--- config.mk ---
export PLATFORM = sky130hd
export DESIGN_NAME = nop_phit_deserializer
export DESIGN_NICKNAME = d
export VERILOG_FILES = /design/src/rtl/nop_phit_deserializer.sv
export SDC_FILE = /design/constraint.sdc
export NUM_CORES = 1
export LEC_CHECK = 0
export CAP_MARGIN = 40
export CELL_PAD_IN_SITES_DETAIL_PLACEMENT = 1
export CELL_PAD_IN_SITES_GLOBAL_PLACEMENT = 2
export CORE_MARGIN = 2
export CORE_UTILIZATION = 38
export CTS_BUF_LIST = sky130_fd_sc_hd__clkbuf_16
export DETAILED_ROUTE_END_ITERATION = 7
export GPL_TIMING_DRIVEN = 0
export PLACE_DENSITY_LB_ADDON = 0.15
export SLEW_MARGIN = 20
export SYNTH_ARGS = -nofsm -noshare
export SYNTH_HDL_FRONTEND = slang
export SYNTH_SLANG_ARGS = --single-unit
--- constraint.sdc ---
create_clock -name clk -period 2.3 [get_ports clk]
set_input_delay 0.69 -clock clk [delete_from_list [all_inputs] [get_ports clk]]
set_output_delay 0.69 -clock clk [all_outputs]
set_load 0.05 [all_outputs]
--- src/rtl/nop_phit_deserializer.sv ---
// Packs PHITS_PER_FLIT phits popped from a 1-cycle-latency FIFO read port into
// one flit and presents it on a valid/ready interface with full backpressure.
module nop_phit_deserializer #(
  parameter int PHIT_WIDTH     = 16,
  parameter int PHITS_PER_FLIT = 4
) (
  input  logic                                 clk,
  input  logic                                 rstn,
  input  logic [PHIT_WIDTH-1:0]                fifo_rd_data,
  input  logic                                 fifo_empty,
  output logic                                 fifo_rd_en,
  output logic [PHIT_WIDTH*PHITS_PER_FLIT-1:0] flit_data,
  output logic                                 flit_valid,
  input  logic                                 flit_ready
);

  // Handshake: a flit transfers on a clk edge where flit_valid and flit_ready
  // are both 1; flit_data is held stable while flit_valid=1 and flit_ready=0.

  localparam int P  = PHITS_PER_FLIT;
  localparam int CW = $clog2(P + 1);
  localparam logic [CW-1:0] CNT_FULL = CW'(P);
  localparam logic [CW-1:0] CNT_LAST = CW'(P - 1);
  localparam logic [CW:0]   P_WIDE   = (CW + 1)'(P);

  logic                           run;
  logic                           pend;
  logic [CW-1:0]                  cnt;
  logic [P-1:0][PHIT_WIDTH-1:0]   asm_buf;

  logic [CW-1:0]                  cnt_d;
  logic [P-1:0][PHIT_WIDTH-1:0]   asm_d;
  logic [PHIT_WIDTH*P-1:0]        data_d;
  logic                           valid_d;
  logic                           out_free;
  logic [CW:0]                    in_flight;

  // Phits already held plus the one still in flight bound further pops.
  assign in_flight  = {1'b0, cnt} + (CW + 1)'(pend);
  assign fifo_rd_en = run & ~fifo_empty & (in_flight < P_WIDE);
  assign out_free   = ~flit_valid | flit_ready;

  always_comb begin
    cnt_d   = cnt;
    asm_d   = asm_buf;
    data_d  = flit_data;
    valid_d = flit_valid;
    if (flit_valid && flit_ready) valid_d = 1'b0;
    if (pend) begin
      if (cnt == CNT_LAST && out_free) begin
        // Last phit goes straight to the output register, skipping asm_buf.
        data_d  = {fifo_rd_data, asm_buf[P-2:0]};
        valid_d = 1'b1;
        cnt_d   = '0;
      end else begin
        for (int i = 0; i < P; i++) begin
          if (cnt == CW'(i)) asm_d[i] = fifo_rd_data;
        end
        cnt_d = cnt + CW'(1);
      end
    end else if (cnt == CNT_FULL && out_free) begin
      data_d  = asm_buf;
      valid_d = 1'b1;
      cnt_d   = '0;
    end
  end

  always_ff @(posedge clk or negedge rstn) begin
    if (!rstn) begin
      run        <= 1'b0;
      pend       <= 1'b0;
      cnt        <= '0;
      asm_buf    <= '0;
      flit_data  <= '0;
      flit_valid <= 1'b0;
    end else begin
      run        <= 1'b1;
      pend       <= fifo_rd_en;
      cnt        <= cnt_d;
      asm_buf    <= asm_d;
      flit_data  <= data_d;
      flit_valid <= valid_d;
    end
  end

endmodule

# == Yosys cells after proc, flatten, opt, wreduce, memory -nomap -nowiden ==
# Index checks and enable logic that the tools add are counted.
# totals
word_cells,43
output_inout_bits,66
in_bits,20
reg_bits,134
# op_classes
n_eq_ne,5
n_bitwise,6
order_cmp,1
n_reduce_logical,10
n_mux,10
n_addsub,2
# ops
operator,n
two-way mux 64 bit,3
AND reduction 3 bit,4
two-way mux 3 bit,3
equality test 3 x 2 -> 1 bit (second input constant),2
adder 3 x 1 -> 4 bit,1
less-than comparator 4 x 3 -> 1 bit (second input constant),1
two-way mux 1 bit,4
adder 3 x 1 -> 3 bit (second input constant),1
equality test 3 x 1 -> 1 bit (second input constant),1
equality test 3 bit (second input constant),1
logical AND 1 bit,3
zero test 3 bit,1
NOT 1 bit,3
bitwise AND 1 bit,2
inequality test 2 x 1 -> 1 bit (second input constant),1
AND reduction 2 bit,1
nonzero test 2 bit,1
OR 1 bit,1

# == Logic depth before layout (Yosys ltp) ==
# Gate-level depths: netlist of run 1.
# depth
word_depth,5
depth_mapped,6
ltp_nobuf,5

# == Worst setup path before layout of run 1 ==
# Ideal clock, no wire load.
# synth_path
path_kind,input port to output port
start,input fifo_empty
end,output fifo_rd_en
n_path_buf,0
cell_stages,3
slack_ns,-0.041
arrival_ns,1.651
required_time_ns,1.610
cell_sequence,nor2_1 -> nand2_1 -> a31oi_1
# synth_between
elab_chain_cells,3
# synth_lines
element,line_no,rtl
"start, declared",10,"input logic fifo_empty,"
NOT 1 bit,40,assign fifo_rd_en = run & ~fifo_empty & (in_flight < P_WIDE);
bitwise AND 1 bit (2 in series),40,
"end, declared",11,"output logic fifo_rd_en,"
# Every way passes these cells.

# == Final worst setup path of run 1 ==
# layout_path
start,register flit_data[37]
end,output flit_data[37]
# layout_lines
element,line_no,rtl
"start, declared",12,"output logic [PHIT_WIDTH*PHITS_PER_FLIT-1:0] flit_data,"
"start signal, assigned",81,flit_data <= data_d;
# No word-level cell between the ends.

==> flow_metrics.env, run 1 <==
export IMPL_antenna_found_initial=0
export IMPL_endpoint_kind="output port"
export IMPL_power_mw=10.8
export IMPL_num_rows=43
export IMPL_max_slew_margin=0.561
export IMPL_nets=459
export IMPL_place_congestion=0.685
export IMPL_cts_buffers=17
export IMPL_dpl_instance_area_um2=6520
export IMPL_via_per_inst=4.89
export IMPL_die_h_um=123
export IMPL_status="finished, final reports clean"
export IMPL_crit_cells=1
export IMPL_grt_pass1_vias=3299
export IMPL_synthMostInstantiatedCell="dfrtp_1"
export IMPL_synth_common_cells="dfrtp_1, mux2_2, mux2_1"
export IMPL_synth_area_um2=5410
export IMPL_critPathTopFamily="buffers and inverters"
export IMPL_fin_skew_ns=0.00567
export IMPL_antenna_cells=0
export IMPL_reg2regPathDepth=5
export IMPL_leakage_nw=3.78
export IMPL_drt_total_wl_mm=11.6
export IMPL_drc_errors=0
export IMPL_clk_pin_slew_ns=0.05
export IMPL_initial_core_util=0.389
export IMPL_synth_edf_count=0
export IMPL_synth_async_reset_ratio=1.00
export IMPL_area_growth_pct=33.5
export IMPL_slew_violations=0
export IMPL_synth_top_area_share=0.620
export IMPL_core_um2=13900
export IMPL_drive_gt1_frac=0.407
export IMPL_r2r_start="cnt[0]"
export IMPL_fmax_mhz=443
export IMPL_criticalPathCategory="flip-flop to output port"
export IMPL_dp_hpwl_mm=7.66
export IMPL_drtIter0Drc=115
export IMPL_synth_top_area_cell="dfrtp_1"
export IMPL_r2r_setup_slack_ns=0.18
export IMPL_cap_violations=0
export IMPL_first_pass_iters=3
export IMPL_routedWlPerCell_um=18.5
export IMPL_finalHoldViolCount=0
export IMPL_report_final_setup_viol=0
export IMPL_design_area_um2=7220
export IMPL_gr_total_overflow=0
export IMPL_grt_pass1_wl_mm=18.2
export IMPL_p_per_area_nw_per_um2=1500
export IMPL_yosys_cell_types_count=26
export IMPL_cp_slowest_cell="clkdlybuf4s50_1"
export IMPL_clock_sinks=134
export IMPL_grt_use_total=0.166
export IMPL_postSynthAreaPerCell_um2=16.5
export IMPL_n_fill_cell=1337
export IMPL_cts_tree="yes"
export IMPL_vias=3063
export IMPL_yosys_top_cells_area="dfrtp_1, mux2_2, mux2_1"
export IMPL_cp_required_ns=1.61
export IMPL_ioPinCount=86
export IMPL_vdd_ir_drop_max_v=0.000648
export IMPL_yosysWarningCount=0
export IMPL_dieArea_um2=15200
export IMPL_synth_ff_type="dfrtp_1"
export IMPL_synth_net_count=352
export IMPL_clock_latency_ns=0.41
export IMPL_grt_max_degree=79
export IMPL_ys_ff_latch=134
export IMPL_clockBufferDepth=2
export IMPL_hp_class="input pin to async pin"
export IMPL_port_buffers=85
export IMPL_cp_max_fo=2
export IMPL_tightest_slew_ns=0.658
export IMPL_rr_endpoint="asm_buf[60]"
export IMPL_ys_seq_area_frac=0.620
export IMPL_htreeDepth=4
export IMPL_crit_path_max_incr_delay_ns=0.81
export IMPL_crit_chain="clkdlybuf4s50_1"
export IMPL_arrival_ns=1.57
export IMPL_cts_root_buf="clkbuf_16"
export IMPL_period_minus_slack_ns=2.26
export IMPL_die_w_um=123
export IMPL_postRouteAntennaNets=0
export IMPL_syn_inst=328
export IMPL_period_share=0.982
export IMPL_path_buf_inv=1
export IMPL_cp_startpoint="flit_data[37]"
export IMPL_start_kind="flip-flop"
where the power goes:
group / total [mW] / switching, mW / internal, mW
sequential: 3.86 / 0.519 / 3.34
combinational: 4.24 / 2.60 / 1.65
clock: 2.72 / 0.940 / 1.78
cells by family after synthesis:
logic type / share of synthesized area
flops: 0.620
other cells: 0.000694
simple gates: 0.0208
buf+inv: 0.0257
mux: 0.300
compound gates: 0.0234
fa+ha+maj: 0.00926
worst max path at each step:
stage	to
2_1_floorplan	fifo_rd_en
3_3_place_gp	asm_buf[25]
3_5_place_dp	fifo_rd_en
4_1_cts	flit_data[48]
5_1_grt	fifo_rd_en
6_report	flit_data[37]
layout make-up:
type / count / area (um^2) / area share
buffer: 14 / 130 / 0.0180
multi-input combinational: 176 / 1930 / 0.267
clock buffer: 17 / 425 / 0.0590
tap: 180 / 225 / 0.0312
sequential: 134 / 3350 / 0.465
clock inverter: 14 / 169 / 0.0234
inverter: 4 / 15.0 / 0.00208
timing repair buffer: 88 / 968 / 0.134
repair_timing:
item                                    in CTS  in global routing
pin swaps                                    1                  1
resized for setup                           26                 33
buffers inserted                             0                  2
hold buffers                                 0                  0
endpoints found under the setup margin      17                 38
placed cells by master, fill, tap and decap left out, types with 4 or more instances in the layout:
master	n
ha_1	4
mux2_1	15
inv_1	7
buf_6	10
dlygate4sd2_1	17
clkdlybuf4s50_1	35
o21ai_0	4
clkbuf_16	17
bufinv_16	4
nand2_1	4
mux2_2	129
dfrtp_1	134
dlymetal6s2s_1	31
layer usage:
| layer | up-vias | GRT usage | share of wire |
|---|---|---|---|
| li1 | 1381 | - | - |
| met1 | 1610 | 0.210 | 0.44 |
| met2 | 59 | 0.264 | 0.50 |
| met3 | 13 | 0.0586 | 0.052 |
| met4 | 0 | 0.0597 | 0.013 |
| met5 | - | 0 | 0 |
worst register-to-register path, stage by stage (launching register included):
cell and delay (ns):
dfrtp_1 0.47, ha_1 0.31, nand3b_4 0.13, nor2_2 0.35, buf_2 0.37, mux2_2 0.38
flip-flops by register name, indices dropped and copies added (netlist names):
register,flops
flit_data,64
run,1
cnt,3
pend,1
asm_buf,64
flit_valid,1
per-stage QoR:
stage                     setup WS, ns  cells  setup TNS [ns]  hold slack [ns]   util
final                           0.0419    627               0            0.267  0.520
after global routing          -0.00523    627        -0.00523            0.300  0.520
after CTS                    0.0000455    625               0            0.273  0.511
after detailed placement        -0.638    594          -29.17            0.477  0.470
after global placement           -4.73    593         -659.10            0.466  0.467
after floorplan                  0.238    328               0            0.394      -
No activity file was read; power rests on OpenSTA's default activity.
==> run 2: changes to the inputs <==
--- a/config.mk
+++ b/config.mk
@@ -9,8 +9,8 @@
 export CELL_PAD_IN_SITES_DETAIL_PLACEMENT = 1
 export CELL_PAD_IN_SITES_GLOBAL_PLACEMENT = 2
 export CORE_MARGIN = 2
-export CORE_UTILIZATION = 38
-export CTS_BUF_LIST = sky130_fd_sc_hd__clkbuf_16
+export CORE_UTILIZATION = 40
+export CTS_BUF_LIST = sky130_fd_sc_hd__clkbuf_2 sky130_fd_sc_hd__clkbuf_4 sky130_fd_sc_hd__clkbuf_8
 export DETAILED_ROUTE_END_ITERATION = 7
 export GPL_TIMING_DRIVEN = 0
 export PLACE_DENSITY_LB_ADDON = 0.15
==> constraint.sdc (replaced) <==
create_clock -name clk -period 2.3 [get_ports clk]
set_input_delay 0.69 -clock clk [delete_from_list [all_inputs] [get_ports clk]]
set_output_delay 0.69 -clock clk [all_outputs]
set_load 0.01 [all_outputs]
==> flow_metrics.env, run 2 (synthesis results as in run 1) <==
export IMPL_gr_total_overflow=0
export IMPL_finalHoldViolCount=0
export IMPL_fin_skew_ns=0.00730
export IMPL_finalSetupTns_ns=0
export IMPL_period_minus_slack_ns=2.19
export IMPL_grt_pass1_vias=3451
export IMPL_endpoint_kind="output port"
export IMPL_drc_errors=0
export IMPL_n_fill_cell=1310
export IMPL_start_kind="flip-flop"
export IMPL_clock_sinks=134
export IMPL_criticalPathCategory="flip-flop to output port"
export IMPL_num_rows=42
export IMPL_ioPinCount=86
export IMPL_max_slew_margin=0.521
export IMPL_hp_class="input pin to async pin"
export IMPL_port_buffers=85
export IMPL_report_final_setup_viol=0
export IMPL_reg2regPathDepth=6
export IMPL_grt_setup_unrepaired="no"
export IMPL_cts_buffers=17
export IMPL_final_cell_mix="dfrtp_1, mux2_2, clkdlybuf4s50_1, clkbuf_8, mux2_1"
export IMPL_via_per_inst=4.91
export IMPL_cts_root_buf="clkbuf_8"
export IMPL_core_um2=13200
export IMPL_clk_pin_slew_ns=0.07
export IMPL_drt_total_wl_mm=11.6
export IMPL_register_area_um2=3350
export IMPL_place_congestion=0.702
export IMPL_tightest_slew_ns=0.718
export IMPL_die_w_um=120
export IMPL_htreeDepth=4
export IMPL_period_share=0.954
export IMPL_drtIter0Drc=114
export IMPL_clockBufferDepth=2
export IMPL_antenna_found_initial=0
export IMPL_arrival_ns=1.50
export IMPL_area_growth_pct=27.8
export IMPL_dieArea_um2=14500
export IMPL_antenna_cells=0
export IMPL_clock_latency_ns=0.43
export IMPL_nets=457
export IMPL_vias=3040
export IMPL_grt_max_degree=99
export IMPL_cap_violations=0
export IMPL_first_pass_iters=4
export IMPL_slew_violations=0
export IMPL_multi_input_area_um2=1920
export IMPL_vdd_ir_drop_max_v=0.000541
export IMPL_drive_gt1_frac=0.415
export IMPL_initial_core_util=0.408
export IMPL_cp_max_fo=10
export IMPL_cp_required_ns=1.61
export IMPL_power_mw=8.54
export IMPL_largestRegisters="asm_buf (64), flit_data (64), cnt (3)"
export IMPL_cts_tree="yes"
export IMPL_dp_hpwl_mm=7.76
export IMPL_status="finished, final reports clean"
export IMPL_grt_pass1_wl_mm=18.8
export IMPL_fin_worst_hold_slack_ns=0.124
export IMPL_fmax_mhz=456
export IMPL_grt_use_total=0.174
export IMPL_mostFrequentLayoutCell="dfrtp_1"
export IMPL_p_per_area_nw_per_um2=1240
export IMPL_postRouteAntennaNets=0
export IMPL_routedWlPerCell_um=18.7
export IMPL_leakage_nw=3.15
export IMPL_die_h_um=120
## run 2: routing by layer
metal / vias up / track usage / part of all wire
li1: 1362 / - / -
met1: 1605 / 0.227 / 0.45
met2: 60 / 0.275 / 0.49
met3: 13 / 0.0590 / 0.051
met4: 0 / 0.0567 / 0.011
met5: - / 0 / 0
## run 2: worst paths after layout
path	startpoint	end	slack [ns]
worst max-delay path	pend	fifo_rd_en	0.11
worst min-delay path	rstn	flit_data[3]	0.12
worst max register to register	cnt[0]	flit_data[30]	0.13
worst min register to register	flit_data[18]	flit_data[18]	0.48
max in group asynchronous	rstn	cnt[2]	1.40
min in group clk	flit_data[18]	flit_data[18]	0.48
## run 2: area by class of cell
cell class	instances	share of cell area
tap	176	0.0319
buffer	14	0.0194
timing repair buffer	86	0.127
multi-input combinational	176	0.278
clock buffer	25	0.0462
inverter	4	0.00217
sequential	134	0.485
clock inverter	4	0.0101
## run 2: through the flow
step | cell area (um^2) | utilization | setup WS, ns | instances
detailed placement | 6510 | 0.492 | -0.416 | 590
finish | 6910 | 0.522 | 0.105 | 619
global route | 6910 | 0.522 | 0.0164 | 619
floorplan | 5410 | - | 0.448 | 328
CTS | 6900 | 0.521 | 0.00398 | 619
global placement | 6480 | 0.489 | -4.72 | 589
## run 2: report_power, final
part           total (mW)  leakage (nW)  internal (mW)  switching, mW
clock                1.92         0.205           1.11          0.814
sequential           3.85          1.71           3.34          0.512
combinational        2.77          1.24           1.76           1.02
total                8.54          3.15           6.20           2.34
## run 2: what timing repair did
item,CTS,global route
pin swaps,2,0
hold buffers,0,0
gates resized for setup,7,4
endpoints found under the setup margin,1,1
gates cloned,0,0
setup buffers,0,0
## run 2: critical path, cell delays in order, from the launching register on
cell      delay (ns)
dfrtp_1         0.37
clkbuf_4        0.20
buf_6           0.17
a31oi_2         0.19
buf_2           0.15
